--- config.mk ---
export PLATFORM = sky130hd
export DESIGN_NAME = alu_share_arbiter
export DESIGN_NICKNAME = d
export VERILOG_FILES = /design/src/rtl/alu_share_arbiter.sv
export SDC_FILE = /design/constraint.sdc
export NUM_CORES = 1
export LEC_CHECK = 0
export BUFFER_PORTS_ARGS = -buffer_cell sky130_fd_sc_hd__buf_4
export CAP_MARGIN = 10
export CORE_AREA = 2 2 110 112
export DETAILED_ROUTE_END_ITERATION = 10
export DIE_AREA = 0 0 112 114
export GPL_TIMING_DRIVEN = 0
export PLACE_DENSITY_LB_ADDON = 0.25
export SLEW_MARGIN = 20
export SYNTH_ARGS = -nofsm -noshare
export SYNTH_HDL_FRONTEND = slang
export SYNTH_SLANG_ARGS = --single-unit
export TNS_END_PERCENT = 100
--- constraint.sdc ---
create_clock -name clk -period 1.7 [get_ports clk]
set_input_delay 0.17 -clock clk [delete_from_list [all_inputs] [get_ports clk]]
set_output_delay 0.17 -clock clk [all_outputs]
set_load 0.02 [all_outputs]
--- src/rtl/alu_share_arbiter.sv ---
// Round-robin sharer of one combinational ALU between two requesters.
// Operands are registered on accept, executed for one cycle, and the result is held until consumed.
module alu_share_arbiter #(
   parameter int NREQ = 2,
   parameter int DW   = 32
) (
   input  logic                    clk,
   input  logic                    reset_n,
   input  logic [NREQ-1:0]         req_valid,
   output logic [NREQ-1:0]         req_ready,
   input  logic [NREQ-1:0][DW-1:0] req_in_1,
   input  logic [NREQ-1:0][DW-1:0] req_in_2,
   input  logic [NREQ-1:0][3:0]    req_control,
   output logic [NREQ-1:0]         resp_valid,
   input  logic [NREQ-1:0]         resp_ready,
   output logic [DW-1:0]           resp_result,
   output logic                    resp_bcond,
   output logic [DW-1:0]           alu_in_1,
   output logic [DW-1:0]           alu_in_2,
   output logic [3:0]              alu_control,
   input  logic [DW-1:0]           alu_result,
   input  logic                    alu_bcond,
   output logic                    busy,
   output logic                    grant_id
);

   // Opcode 15 makes the ALU produce result 0 / bcond 0 while it is not in use.
   localparam logic [3:0] CTRL_IDLE = 4'hF;

   typedef enum logic [1:0] {
      ST_IDLE = 2'd0,
      ST_EXEC = 2'd1,
      ST_RESP = 2'd2
   } state_t;

   state_t          state_q, state_d;
   logic            prio_q, prio_d;
   logic            grant_q, grant_d;
   logic [DW-1:0]   in_1_q, in_1_d;
   logic [DW-1:0]   in_2_q, in_2_d;
   logic [3:0]      ctrl_q, ctrl_d;
   logic [DW-1:0]   result_q, result_d;
   logic            bcond_q, bcond_d;
   logic [NREQ-1:0] resp_valid_q, resp_valid_d;
   logic            busy_q, busy_d;

   logic win_s;
   logic any_s;
   logic accept_s;
   logic resp_fire_s;

   // prio_q names the requester that wins a tie; it always points away from the last winner.
   always_comb begin
      win_s = 1'b0;
      any_s = 1'b0;
      case (req_valid)
         2'b01: begin
            win_s = 1'b0;
            any_s = 1'b1;
         end
         2'b10: begin
            win_s = 1'b1;
            any_s = 1'b1;
         end
         2'b11: begin
            win_s = prio_q;
            any_s = 1'b1;
         end
         default: begin
            win_s = 1'b0;
            any_s = 1'b0;
         end
      endcase
   end

   assign accept_s    = (state_q == ST_IDLE) && any_s;
   assign resp_fire_s = (state_q == ST_RESP) && resp_valid_q[grant_q] && resp_ready[grant_q];

   // Ready is held low while reset is asserted, even though the state register already reads IDLE.
   always_comb begin
      req_ready = '0;
      if (reset_n && accept_s) begin
         req_ready[win_s] = 1'b1;
      end else begin
         req_ready = '0;
      end
   end

   always_comb begin
      state_d      = state_q;
      prio_d       = prio_q;
      grant_d      = grant_q;
      in_1_d       = in_1_q;
      in_2_d       = in_2_q;
      ctrl_d       = ctrl_q;
      result_d     = result_q;
      bcond_d      = bcond_q;
      resp_valid_d = resp_valid_q;
      busy_d       = busy_q;
      case (state_q)
         ST_IDLE: begin
            if (accept_s) begin
               state_d = ST_EXEC;
               prio_d  = ~win_s;
               grant_d = win_s;
               in_1_d  = req_in_1[win_s];
               in_2_d  = req_in_2[win_s];
               ctrl_d  = req_control[win_s];
               busy_d  = 1'b1;
            end else begin
               state_d = ST_IDLE;
            end
         end
         ST_EXEC: begin
            result_d              = alu_result;
            bcond_d               = alu_bcond;
            resp_valid_d          = '0;
            resp_valid_d[grant_q] = 1'b1;
            ctrl_d                = CTRL_IDLE;
            state_d               = ST_RESP;
         end
         ST_RESP: begin
            if (resp_fire_s) begin
               resp_valid_d = '0;
               busy_d       = 1'b0;
               state_d      = ST_IDLE;
            end else begin
               state_d = ST_RESP;
            end
         end
         default: begin
            state_d      = ST_IDLE;
            resp_valid_d = '0;
            busy_d       = 1'b0;
            ctrl_d       = CTRL_IDLE;
         end
      endcase
   end

   // State, operand and response registers; reset drops any in-flight operation.
   always_ff @(posedge clk or negedge reset_n) begin
      if (!reset_n) begin
         state_q      <= ST_IDLE;
         prio_q       <= 1'b0;
         grant_q      <= 1'b0;
         in_1_q       <= '0;
         in_2_q       <= '0;
         ctrl_q       <= CTRL_IDLE;
         result_q     <= '0;
         bcond_q      <= 1'b0;
         resp_valid_q <= '0;
         busy_q       <= 1'b0;
      end else begin
         state_q      <= state_d;
         prio_q       <= prio_d;
         grant_q      <= grant_d;
         in_1_q       <= in_1_d;
         in_2_q       <= in_2_d;
         ctrl_q       <= ctrl_d;
         result_q     <= result_d;
         bcond_q      <= bcond_d;
         resp_valid_q <= resp_valid_d;
         busy_q       <= busy_d;
      end
   end

   assign alu_in_1    = in_1_q;
   assign alu_in_2    = in_2_q;
   assign alu_control = ctrl_q;
   assign resp_valid  = resp_valid_q;
   assign resp_result = result_q;
   assign resp_bcond  = bcond_q;
   assign busy        = busy_q;
   assign grant_id    = grant_q;

endmodule

### After elaboration in Yosys (flattened, before gate mapping)

Index checks and enable logic that the tools add are counted.
Widths: inputs -> output; s select.

| operators by class | value |
|---|---|
| $lt $le $gt $ge | 4 |
| equal/unequal tests | 7 |
| multiplexer cells | 27 |
| bitwise logic cells | 4 |
| reduce and logical (&&, ||, !) cells | 12 |

Operators with widths:

| cell | number |
|---|---|
| $mux 32 | 4 |
| $mux 4 | 3 |
| $pmux 2 s3 | 2 |
| $mux 1 | 10 |
| $pmux 4 s2 | 1 |
| $eq 2x2->1 const B | 3 |
| $logic_and 1x1->1 | 6 |
| $mux 2 | 3 |
| $reduce_and 2->1 | 3 |
| $eq 2x1->1 const B | 2 |
| $lt 1x2->1 const B | 2 |
| $ne 2x2->1 const B | 2 |
| $not 1->1 | 4 |
| $pmux 1 s3 | 1 |
| $reduce_and 3->1 | 1 |
| $reduce_or 3->1 | 1 |
| $demux 1 s1 | 2 |
| $ge 1x1->1 const B | 2 |
| $logic_not 2->1 | 1 |
| $pmux 1 s2 | 1 |

| word-level totals | value |
|---|---|
| register bits | 108 |
| input bits | 175 |
| output and inout bits | 107 |

### Depth between registers and ports, before layout

Gate-level depths: netlist of the first run.

| depth | value |
|---|---|
| depth in word-level cells | 7 |
| gate-level depth with buffers | 6 |
| gate-level depth less buffers | 4 |

### Least setup slack after synthesis of the first run

Ideal clock, no wire load.

| timing path | value |
|---|---|
| path type | reg2out |
| start point | register state_q[0] |
| end point | output port req_ready[1] |
| arrival time | 1.325 ns |
| required time | 1.530 ns |
| slack | 0.205 ns |
| cell stages (with the launch flop) | 7 |
| buffers on the path | 3 |
| cell sequence | dfrtp_1 buf_2 nor2_4 and3_4 buf_6 buf_6 and2_1 |

| between the ends | value |
|---|---|
| word-level cells in the longest chain between the ends | 4 |

Ends and longest elaborated chain:

| item | RTL line | RTL |
|---|---|---|
| start, declared | 36 | `state_t state_q, state_d;` |
| start signal, assigned | 154 | `state_q <= state_d;` |
| $logic_not 2->1 | 76 | `assign accept_s = (state_q == ST_IDLE) && any_s;` |
| $logic_and 1x1->1 | 76 |  |
| $logic_and 1x1->1 | 82 | `if (reset_n && accept_s) begin` |
| $mux 2 | 82 |  |
| end, declared | 10 | `output logic [NREQ-1:0] req_ready,` |

No other way between the ends.

### Worst setup path after layout of the first run

| timing path | value |
|---|---|
| start point | register prio_q |
| end point | output port req_ready[0] |

| between the ends | value |
|---|---|
| word-level cells in the longest chain between the ends | 6 |
| elaborated cells on any way between the ends | 7 |
| those cells by class | order compare: 2; mux: 4; reduce/logical: 1 |

Ends and longest elaborated chain:

| item | RTL line | RTL |
|---|---|---|
| start, declared | 37 | `logic prio_q, prio_d;` |
| start signal, assigned | 155 | `prio_q <= prio_d;` |
| $pmux 1 s2 (*) | 56 | `case (req_valid)` |
| $lt 1x2->1 (not written as such) or $ge 1x1->1 (tied branches) | 83 | `req_ready[win_s] = 1'b1;` |
| $logic_and 1x1->1 (not written as such) | 83 |  |
| $mux 1 (not written as such) | 83 |  |
| $demux 1 s1 (*) | 83 |  |
| $mux 2 (*) | 82 |  |

Every way passes the cells marked *; elsewhere a longest branch is shown, timed or not.

==> results.md, run 1 <==
- Compound-Gate Fraction of Synth Area: 0.1718
- Root Driver: clkbuf_16
- Failing checks: negative hold slack
- Maximum VDD drop: 999.5 uV
- Crit path required time: 1.53 ns
- Synth Cell Area: 4596 sq um
- HPWL Detailed: 10590 microns
- Routing usage on met1: 0.2646
- Total design power: 14.19 mW
- Gr usage total: 0.2166
- Crit Path Category: reg -> out
- Largest net degree at the start of global routing: 111
- Initial DRC Count: 175
- Initial antenna violation count: 0
- Slowest stage delay, CP: 0.38 ns
- Hold Crit Class: in -> async
- Most common cell in the netlist: dfrtp_1
- GR Overflow Total: 0
- Clock Path Buffers: 2
- CP arrival: 1.48 ns
- Main synth FF type: dfrtp_1
- Die ar.: 12770 sq um
- Post-Synth Simple-Gate Area: 0.1141
- P_leak: 3.821 nW
- XOR/XNOR share of the synthesized area: 0
- EDFF count, synth: 0
- Startpoint Class: flop
- GP Congestion: 0.7698
- CTS Buf Count: 9
- Fin worst setup slack: 0.05059 ns
- Area grow syn2layout: 58.81%
- Async S/R FF share, synth: 1.000
- Synth warnings: 0
- Fin util: 0.6232
- Post-Syn Nets: 517
- Initial cell density of the core: 0.3924
- Main combinational cell family by area after synthesis: compound AO/OA/AOI/OAI gates
- Sink Count: 108
- RSZ-0062 raised after global routing: yes
- Antenna Diode Count: 0
- Nets: 819
- GRT Max-Usage Layer: met2
- Share of the synthesized area in the top cell type: 0.5663
- Wire length per cell: 17.66 microns
- TritonCTS clock tree: done
- Fin Hold WS: -0.04468 ns
- Slew HR: 0.3497
- Top cells by area, synth: dfrtp_1 57%, a221o_1 14%, and3_1 9.4%
- Drt first pass iters: 4
- Cell count after synthesis: 342
- First-pass GRT wire length: 21910 microns
- Setup_tns: 0 ns
- Port bufs: 281
- Max Cap Violations: 0
- P per Cell Area: 1944 nW/um^2
- Final wirelength: 14060 microns
- Register area share after synthesis: 0.5892
- Netlist cell types: 30
- Post-synthesis mux area share: 0.08086
- Grt met3 use: 0.05313
- R2r setup slk: 0.08 ns
- Met2 Usage GRT: 0.3721
- Crit Path Max Fanout: 7
- Setup-failing EPs final: 0
- Die width: 112 microns
- Top Ports: 282
- CP max stage cell: dfrtp_1
- Buf/Inv on CP: 3
- Top cells by count, synth: 104 x dfrtp_1, 69 x and3_1, 64 x a221o_1, 33 x mux2_2
- Worst Max-Slew Pin Slew: 0.9754 ns
- Crit-path leading delay family: buffers and inverters
- Final hold vios: 62
- Most frequent CP cell: buf_4
- Area leader, netlist: dfrtp_1
- Synth Area in Adders: 0
- H-tree Lvls: 3
- Core ar.: 11710 sq um
- Via count: 4155
- Vias in the first global route: 4299
- Clock latency on the worst-skew pair: 0.34 ns
- Min cycle time layout: 1.649 ns
- Dpl ws: 0.01349 ns
- Crit-path cells: buf_4 -> a21boi_4 -> buf_8 -> and3_1 -> buf_4
- Outcome: complete, but fails checks
- Fin. max-slew vios: 0
- Avg Synthesized Cell Area: 13.44 sq um
- Layout cell share with drive strength beyond 1: 0.5732
- Worst-path clk slew: 0.07 ns
- Die Span Y: 114 microns
- Final worst path period share: 0.9702
- Flops & latches, synth: 108
- Crit path capture type: output pin
- Vias/cell: 5.220
- Fmax: 0.6063 GHz
- Setup Skew: 0.005831 ns
- Post-cts hold buffer count: 0
- Drt drc: 0
- Row Count: 40
- ANT nets after route: 0
[per-layer routing]
layer,part of all wire,wire [microns]
met4,0.025,350
met2,0.49,6896
met1,0.40,5682
met5,0,0
met3,0.080,1131
[cell families (layout without fill, tap and decap cells)]
kind of cell / count (synthesis) / after routing
buf+inv: 35 / 342
flops: 108 / 108
mux: 33 / 33
simple gates: 83 / 83
compound gates: 83 / 83
[worst reg2reg max path, stage by stage (launching register included)]
cell and delay, ns:
dfrtp_2 0.42, nor2_4 0.12, buf_4 0.15, o21ai_2 0.13
clkbuf_1 0.28, a221o_1 0.41
[state kept, by name, indices dropped and copies added, names as in the netlist]
name and flops:
alu_in_1 32, alu_in_2 32, resp_result 32, alu_control 4
resp_valid 2, state_q 2, busy 1, grant_id 1
prio_q 1, resp_bcond 1
[cells in the final DEF, fill, tap and decap left out, types with 2 or more instances in the layout]
master	instances
mux2_2	33
buf_6	7
and3_1	69
o21ai_0	3
nand3_1	2
dfrtp_2	2
a221o_1	64
nand2_1	4
buf_2	11
clkbuf_16	9
clkbuf_1	13
inv_1	2
buf_4	294
o32a_1	4
dfstp_2	4
a21boi_0	4
dfrtp_1	102
nand3b_1	2
buf_8	2
[final timing paths]
kind,startpoint,end,cells after the start
max,prio_q,req_ready[0],5
min,reset_n,resp_result[12],1
max reg2reg,state_q[0],alu_in_2[6],5
min reg2reg,resp_result[4],resp_result[4],1
max in group asynchronous,reset_n,state_q[0],1
min in group clk,req_in_2[54],alu_in_2[22],2
[stage by stage]
stage               std cells  cell area (sq um)
floorplan                 342               4596
global placement          770               6889
detailed placement        770               6893
CTS                       792               7269
global route              796               7298
finish                    796               7298
[repair_timing]
item,in CTS,in global routing
resized for setup,12,5
buffers inserted,7,5
endpoints found under the setup margin,2,13
pin swaps,2,3
[report_power, final]
part	internal [mW]	leakage, nW	switching [mW]	total [mW]
Sequential	3.88	1.30	0.740	4.62
Combinational	3.70	2.38	3.79	7.49
Clock	1.19	0.137	0.892	2.08
[layout make-up]
| class | instances | area, sq um |
|---|---|---|
| Timing Repair Buffer | 293 | 2207 |
| Clock inverter | 2 | 37.54 |
| Sequential cell | 108 | 2710 |
| Tap cell | 147 | 183.9 |
| Fill cell | 962 | 4413 |
| Multi-Input combinational cell | 199 | 1695 |
| Clock buffer | 14 | 254.0 |
| Inverter | 2 | 7.507 |
| Buffer | 31 | 202.7 |
Note: power is estimated with default switching activity, not from simulation.
==> run 2, diff against run 1 <==
Settings changed: CORE_AREA 2 2 110 112 to 2 2 112 114, DIE_AREA 0 0 112 114 to 0 0 114 116.
Clock period 1.7 ns to 1.4 ns, I/O delays scaled along.
==> run 2 against run 1 <==
The run ends with negative hold slack, negative setup slack left. Final cell count up 1.6%. Worst setup slack worse by 0.34 ns. Critical path type unchanged. Hold slack worse by 0.018 ns. Flip-flop and latch count unchanged. Non-clock buffer count up 12. Sequential share of layout area down 1.7 points. First-iteration DRC count up 35%. Clock skew up 0.0018 ns. Sequential power up 23%. Cell area up 4.7%. Die area up 3.6%. Largest power group unchanged.
==> results.md, run 2 (synthesized netlist as in run 1, its figures left out) <==
- Largest net degree at the start of global routing: 111
- Crit Path Max Fanout: 2
- Die Span Y: 116 microns
- Worst R2R End: alu_in_1[11]
- Clock latency on the worst-skew pair: 0.34 ns
- Port bufs: 281
- ANT nets after route: 0
- Gr usage total: 0.2182
- Failing checks: negative hold slack, negative setup slack
- H-tree Lvls: 3
- GR Overflow Total: 0
- DP Area: 6895 sq um
- Commonest non-fill, non-tap cells in the layout: 292 x buf_4, 102 x dfrtp_1, 67 x and3_1
- Vias in the first global route: 4321
- Most common cell after layout, fill and taps aside: buf_4
- R2r setup slk: -0.24 ns
- Switching share of power: 0.3790
- Final wirelength: 14920 microns
- Top Ports: 282
- Setup Skew: 0.007640 ns
- Final worst path period share: 1.210
- Fillers: 966
- Power share of the clock group: 0.139
- Comb power frac: 0.550
- Core ar.: 11910 sq um
- Worst Max-Slew Pin Slew: 0.9781 ns
- HPWL Detailed: 10650 microns
- Fin. max-slew vios: 0
- Sink Count: 108
- Layout cell share with drive strength beyond 1: 0.5982
- RSZ-0062 raised after global routing: yes
- P_int: 11.31 mW
- Die width: 114 microns
- Max Cap Violations: 0
- Drt first pass iters: 5
- Clock Path Buffers: 2
- TritonCTS clock tree: done
- Hold Crit Class: in -> async
- R2R Path Start: prio_q
- Fmax: 0.5905 GHz
- Fin worst setup slack: -0.2936 ns
- Worst-path clk slew: 0.07 ns
- Setup-failing EPs final: 66
- CP arrival: 1.55 ns
- Crit path capture type: output pin
- Root Driver: clkbuf_16
- Final instance area: 7645 sq um
- Nets: 832
- Maximum VDD drop: 983.6 uV
- Vias/cell: 5.251
- Min cycle time layout: 1.694 ns
- Dpl ws: -0.3197 ns
- Sequential Power Share: 0.311
- Fin Hold WS: -0.06228 ns
- Placed cells: 770
- P_leak: 3.975 nW
- GP Congestion: 0.8115
- Antenna Diode Count: 0
- Post-layout instance count excluding filler cells: 809
- Slew HR: 0.3479
- Row Count: 40
- Crit Path Category: reg -> out
- CP Launch Point: prio_q
- Wire length per cell: 18.44 microns
- Via count: 4248
- Final hold vios: 104
- Worst Reg-to-Reg Cells: 6
- Startpoint Class: flop
- CTS Buf Count: 9
- Initial DRC Count: 236
- Outcome: complete, but fails checks
- Area grow syn2layout: 66.35%
- Net Sw Power: 6.903 mW
- Initial cell density of the core: 0.3858
- Drt drc: 0
- Setup_tns: -9.140 ns
- Die ar.: 13220 sq um
- Crit path required time: 1.26 ns
- Initial antenna violation count: 0
- First-pass GRT wire length: 22280 microns
- P per Cell Area: 2382 nW/um^2
==> run 2: cell count changes in the layout (fill, tap and decap cells not counted), moves of 2 or more <==
| cell | before | now |
|---|---|---|
| buf_6 | 7 | 18 |
| buf_8 | 2 | 10 |
| clkbuf_1 | 13 | 5 |
| buf_2 | 11 | 5 |
| clkbuf_8 | 1 | 4 |
| and3_1 | 69 | 67 |
| and3_4 | 1 | 3 |
| buf_4 | 294 | 292 |
| clkbuf_16 | 9 | 11 |
| o21ai_4 | 0 | 2 |
==> run 2: area by class of cell <==
cell class / instances / area, sq um / share of cell area
multi-input cells: 200 / 1737 / 0.2272
clock inverters: 4 / 50.05 / 0.006547
plain buffers: 31 / 324.1 / 0.04239
clock buffers: 12 / 246.5 / 0.03224
repair buffers: 305 / 2386 / 0.3121
inverters: 2 / 7.507 / 0.0009820
flip-flops and latches: 108 / 2710 / 0.3545
well taps: 147 / 183.9 / 0.02406
==> run 2: how the worst max path moves through the flow <==
stage	to	slack, ns	depth (start not counted)
CTS	req_ready[1]	-0.32	6
global route	req_ready[1]	-0.35	6
detailed placement	alu_in_1[16]	-0.32	5
floorplan	alu_in_1[10]	-0.01	5
finish	req_ready[1]	-0.29	6
global placement	req_ready[1]	-0.41	3
==> run 2: timing repair <==
item | CTS | global route
buffers inserted | 14 | 5
gates cloned | 6 | 2
hold endpoints to repair | 96 | 0
setup endpoints to repair | 101 | 101
gates resized for setup | 57 | 17
pin swaps | 6 | 19
==> run 2: layer usage <==
metal,wire length [microns],GRT usage
met3,1284,0.06224
met2,7405,0.3825
met1,5911,0.2578
met4,314,0.07642
met5,0,0
==> run 2: power groups by stage <==
stage | sequential, mW | clock [mW] | combinational [mW]
floorplan | 7.37 | 0 | 3.38
global placement | 5.62 | 0 | 8.79
detailed placement | 5.66 | 0 | 8.98
CTS | 5.65 | 2.60 | 9.84
global route | 5.85 | 2.73 | 10.6
finish | 5.66 | 2.54 | 10.0
==> run 2: stage by stage <==
| stage | power, mW | utilization | hold slack [ns] |
|---|---|---|---|
| 5_1_grt | 19.20 | 0.6418 | 0.01615 |
| 3_3_place_gp | 14.41 | 0.5786 | 0.3694 |
| 2_1_floorplan | 10.75 | - | -0.1556 |
| 3_5_place_dp | 14.63 | 0.5789 | 0.3474 |
| 4_1_cts | 18.08 | 0.6336 | -0.02279 |
| 6_report | 18.21 | 0.6418 | -0.06228 |
==> run 2: worst max-delay path, stage by stage, from the launching register on <==
cell,delay [ns]
dfrtp_1,0.38
nand2b_4,0.14
and3_4,0.19
buf_8,0.12
buf_8,0.11
and2_4,0.14
buf_6,0.12
==> run 3, diff against run 2 <==
Settings changed: ABC_AREA set to 1, CAP_MARGIN 10 to unset.
==> run 3 against run 2 <==
The run still ends with negative hold slack, negative setup slack left. Sequential share of layout area decreased by 2.8 points. Non-clock buffer count rose by 56. Critical endpoint unchanged. Hold slack got worse by 0.097 ns. Highest routed layer unchanged. Critical path depth grew 1. Sequential power about the same.
==> results.md, run 3 <==
- EDFF count, synth: 0
- GR Overflow Total: 0
- Failing checks: negative hold slack, negative setup slack
- Startpoint Class: flop
- CP arrival: 1.52 ns
- CTS Buf Count: 9
- Main synth FF type: dfrtp_1
- Crit Path Max Fanout: 3
- Synth warnings: 0
- Initial cell density of the core: 0.3874
- Synth Cell Area: 4614 sq um
- Vias in the first global route: 5052
- Min cycle time layout: 1.658 ns
- Clock latency on the worst-skew pair: 0.35 ns
- Final wirelength: 16640 microns
- Hold Crit Class: in -> async
- Layout cell share with drive strength beyond 1: 0.4673
- Wire length per cell: 16.35 microns
- Post-cts hold buffer count: 76
- Most common cell after layout, fill and taps aside: buf_4
- Fin. max-slew vios: 0
- Die Span Y: 116 microns
- Core ar.: 11910 sq um
- Avg Synthesized Cell Area: 9.475 sq um
- Worst Max-Slew Pin Slew: 0.7906 ns
- Final instance area: 8300 sq um
- Clock Path Buffers: 2
- Post-Syn Nets: 662
- Drt first pass iters: 4
- First-pass GRT wire length: 24510 microns
- Nets: 1041
- Dpl ws: -0.1264 ns
- Outcome: complete, but fails checks
- Vias/cell: 4.853
- Top cells by area, synth: dfrtp_1 56%, nand2_1 16%, nand3_1 8.4%
- Area leader, netlist: dfrtp_1
- Root Driver: clkbuf_16
- Die ar.: 13220 sq um
- P per Cell Area: 2183 nW/um^2
- Share of the synthesized area in the top cell type: 0.5640
- Slew HR: 0.4730
- Port bufs: 281
- Most common cell in the netlist: nand2_1
- H-tree Lvls: 3
- Netlist cell types: 18
- Max Cap Violations: 0
- Largest net degree at the start of global routing: 110
- Register area share after synthesis: 0.5868
- Final hold vios: 104
- HPWL Detailed: 10700 microns
- Gr usage total: 0.2398
- Fin util: 0.6968
- RSZ-0062 raised after global routing: yes
- Setup_tns: -3.943 ns
- DP Area: 6912 sq um
- GP Congestion: 0.7602
- Setup Skew: 0.008609 ns
- Async S/R FF share, synth: 1.000
- Drt drc: 0
- P_leak: 4.253 nW
- Cell count after synthesis: 487
- Worst-path clk slew: 0.08 ns
- Setup-failing EPs final: 61
- Sink Count: 108
- Initial antenna violation count: 0
- Final worst path period share: 1.184
- Crit path capture type: output pin
- Crit Path Category: reg -> out
- TritonCTS clock tree: done
- Top Ports: 282
- Crit path required time: 1.26 ns
- Antenna Diode Count: 0
- Area grow syn2layout: 79.88%
- ANT nets after route: 0
- Fmax: 0.6031 GHz
- Commonest non-fill, non-tap cells in the layout: 287 x buf_4, 194 x nand2_1, 104 x dfrtp_1
- Die width: 114 microns
- Top cells by count, synth: 201 x nand2_1, 104 x dfrtp_1, 77 x nand3_1, 33 x mux2_2, 17 x inv_1
- Row Count: 40
- Fin worst setup slack: -0.2582 ns
- Initial DRC Count: 189
- Fin Hold WS: -0.1592 ns
- Via count: 4940
- Maximum VDD drop: 1031 uV
- Flops & latches, synth: 108
[run 3: cell types whose count changed in the layout (fill, tap and decap cells not counted), moves of 18 or more]
cell and delta:
a221o_1 -64, and3_1 -67, nand3_1 +70, nand2_1 +191
nand2_2 +18, dlygate4sd3_1 +76
[run 3: where the power goes]
group	total [mW]	internal, mW	switching [mW]
clock network	2.49	1.25	1.24
registers	5.67	4.73	0.932
logic	9.96	4.63	5.33
total	18.1	10.6	7.50
[run 3: worst paths after layout]
check                            endpoint  depth (start not counted)          from  slack (ns)
setup / recovery             req_ready[1]                          7    state_q[0]       -0.26
hold / removal               alu_in_1[10]                          1       reset_n       -0.16
hold reg to reg               alu_in_1[1]                          2   alu_in_1[1]        0.50
setup reg to reg             alu_in_1[22]                          8    state_q[0]       -0.12
max in group asynchronous  resp_result[6]                          1       reset_n        1.03
min in group clk             alu_in_2[19]                          3  req_in_2[19]        0.01
[run 3: worst max-delay path, stage by stage, from the launching register on]
cell,delay (ns)
dfrtp_1,0.42
nor2_4,0.15
inv_2,0.07
nor2_4,0.12
buf_6,0.10
inv_2,0.04
nor2_2,0.13
buf_6,0.14
[run 3: through the flow]
stage / power, mW / cells
5_1_grt: 19.18 / 1018
3_3_place_gp: 14.28 / 915
6_report: 18.12 / 1018
4_1_cts: 17.56 / 1013
3_5_place_dp: 14.52 / 915
2_1_floorplan: 10.59 / 487
[run 3: kinds of logic (layout without fill, tap and decap cells)]
| logic type | after synthesis | count (layout) | synth area share |
|---|---|---|---|
| compound gates | 5 | 5 | 0.005422 |
| buf+inv | 43 | 427 | 0.05423 |
| flops | 108 | 108 | 0.5868 |
| mux | 33 | 33 | 0.08053 |
| simple gates | 298 | 298 | 0.2730 |
[run 3: what timing repair did]
item,CTS,global route
buffers inserted,6,5
cloned,0,2
hold endpoints to repair,162,104
pin swaps,7,7
endpoints found under the setup margin,79,79
resized for setup,33,33
[run 3: cell type report]
class	count	area (sq um)
Clock inverter	7	68.82
Clock buffer	9	225.2
Sequential cell	108	2708
Tap cell	147	183.9
Buffer	23	277.8
Multi-Input combinational cell	336	1745
Timing Repair Buffer	369	3014
Fill cell	867	3611
Inverter	19	77.57
[run 3: metal layers]
| metal | up-vias | GRT usage | part of all wire |
|---|---|---|---|
| met2 | 250 | 0.4290 | 0.52 |
| met4 | 0 | 0.1350 | 0.048 |
| met3 | 60 | 0.04916 | 0.069 |
| li1 | 2320 | - | - |
| met5 | - | 0 | 0 |
| met1 | 2310 | 0.2673 | 0.37 |
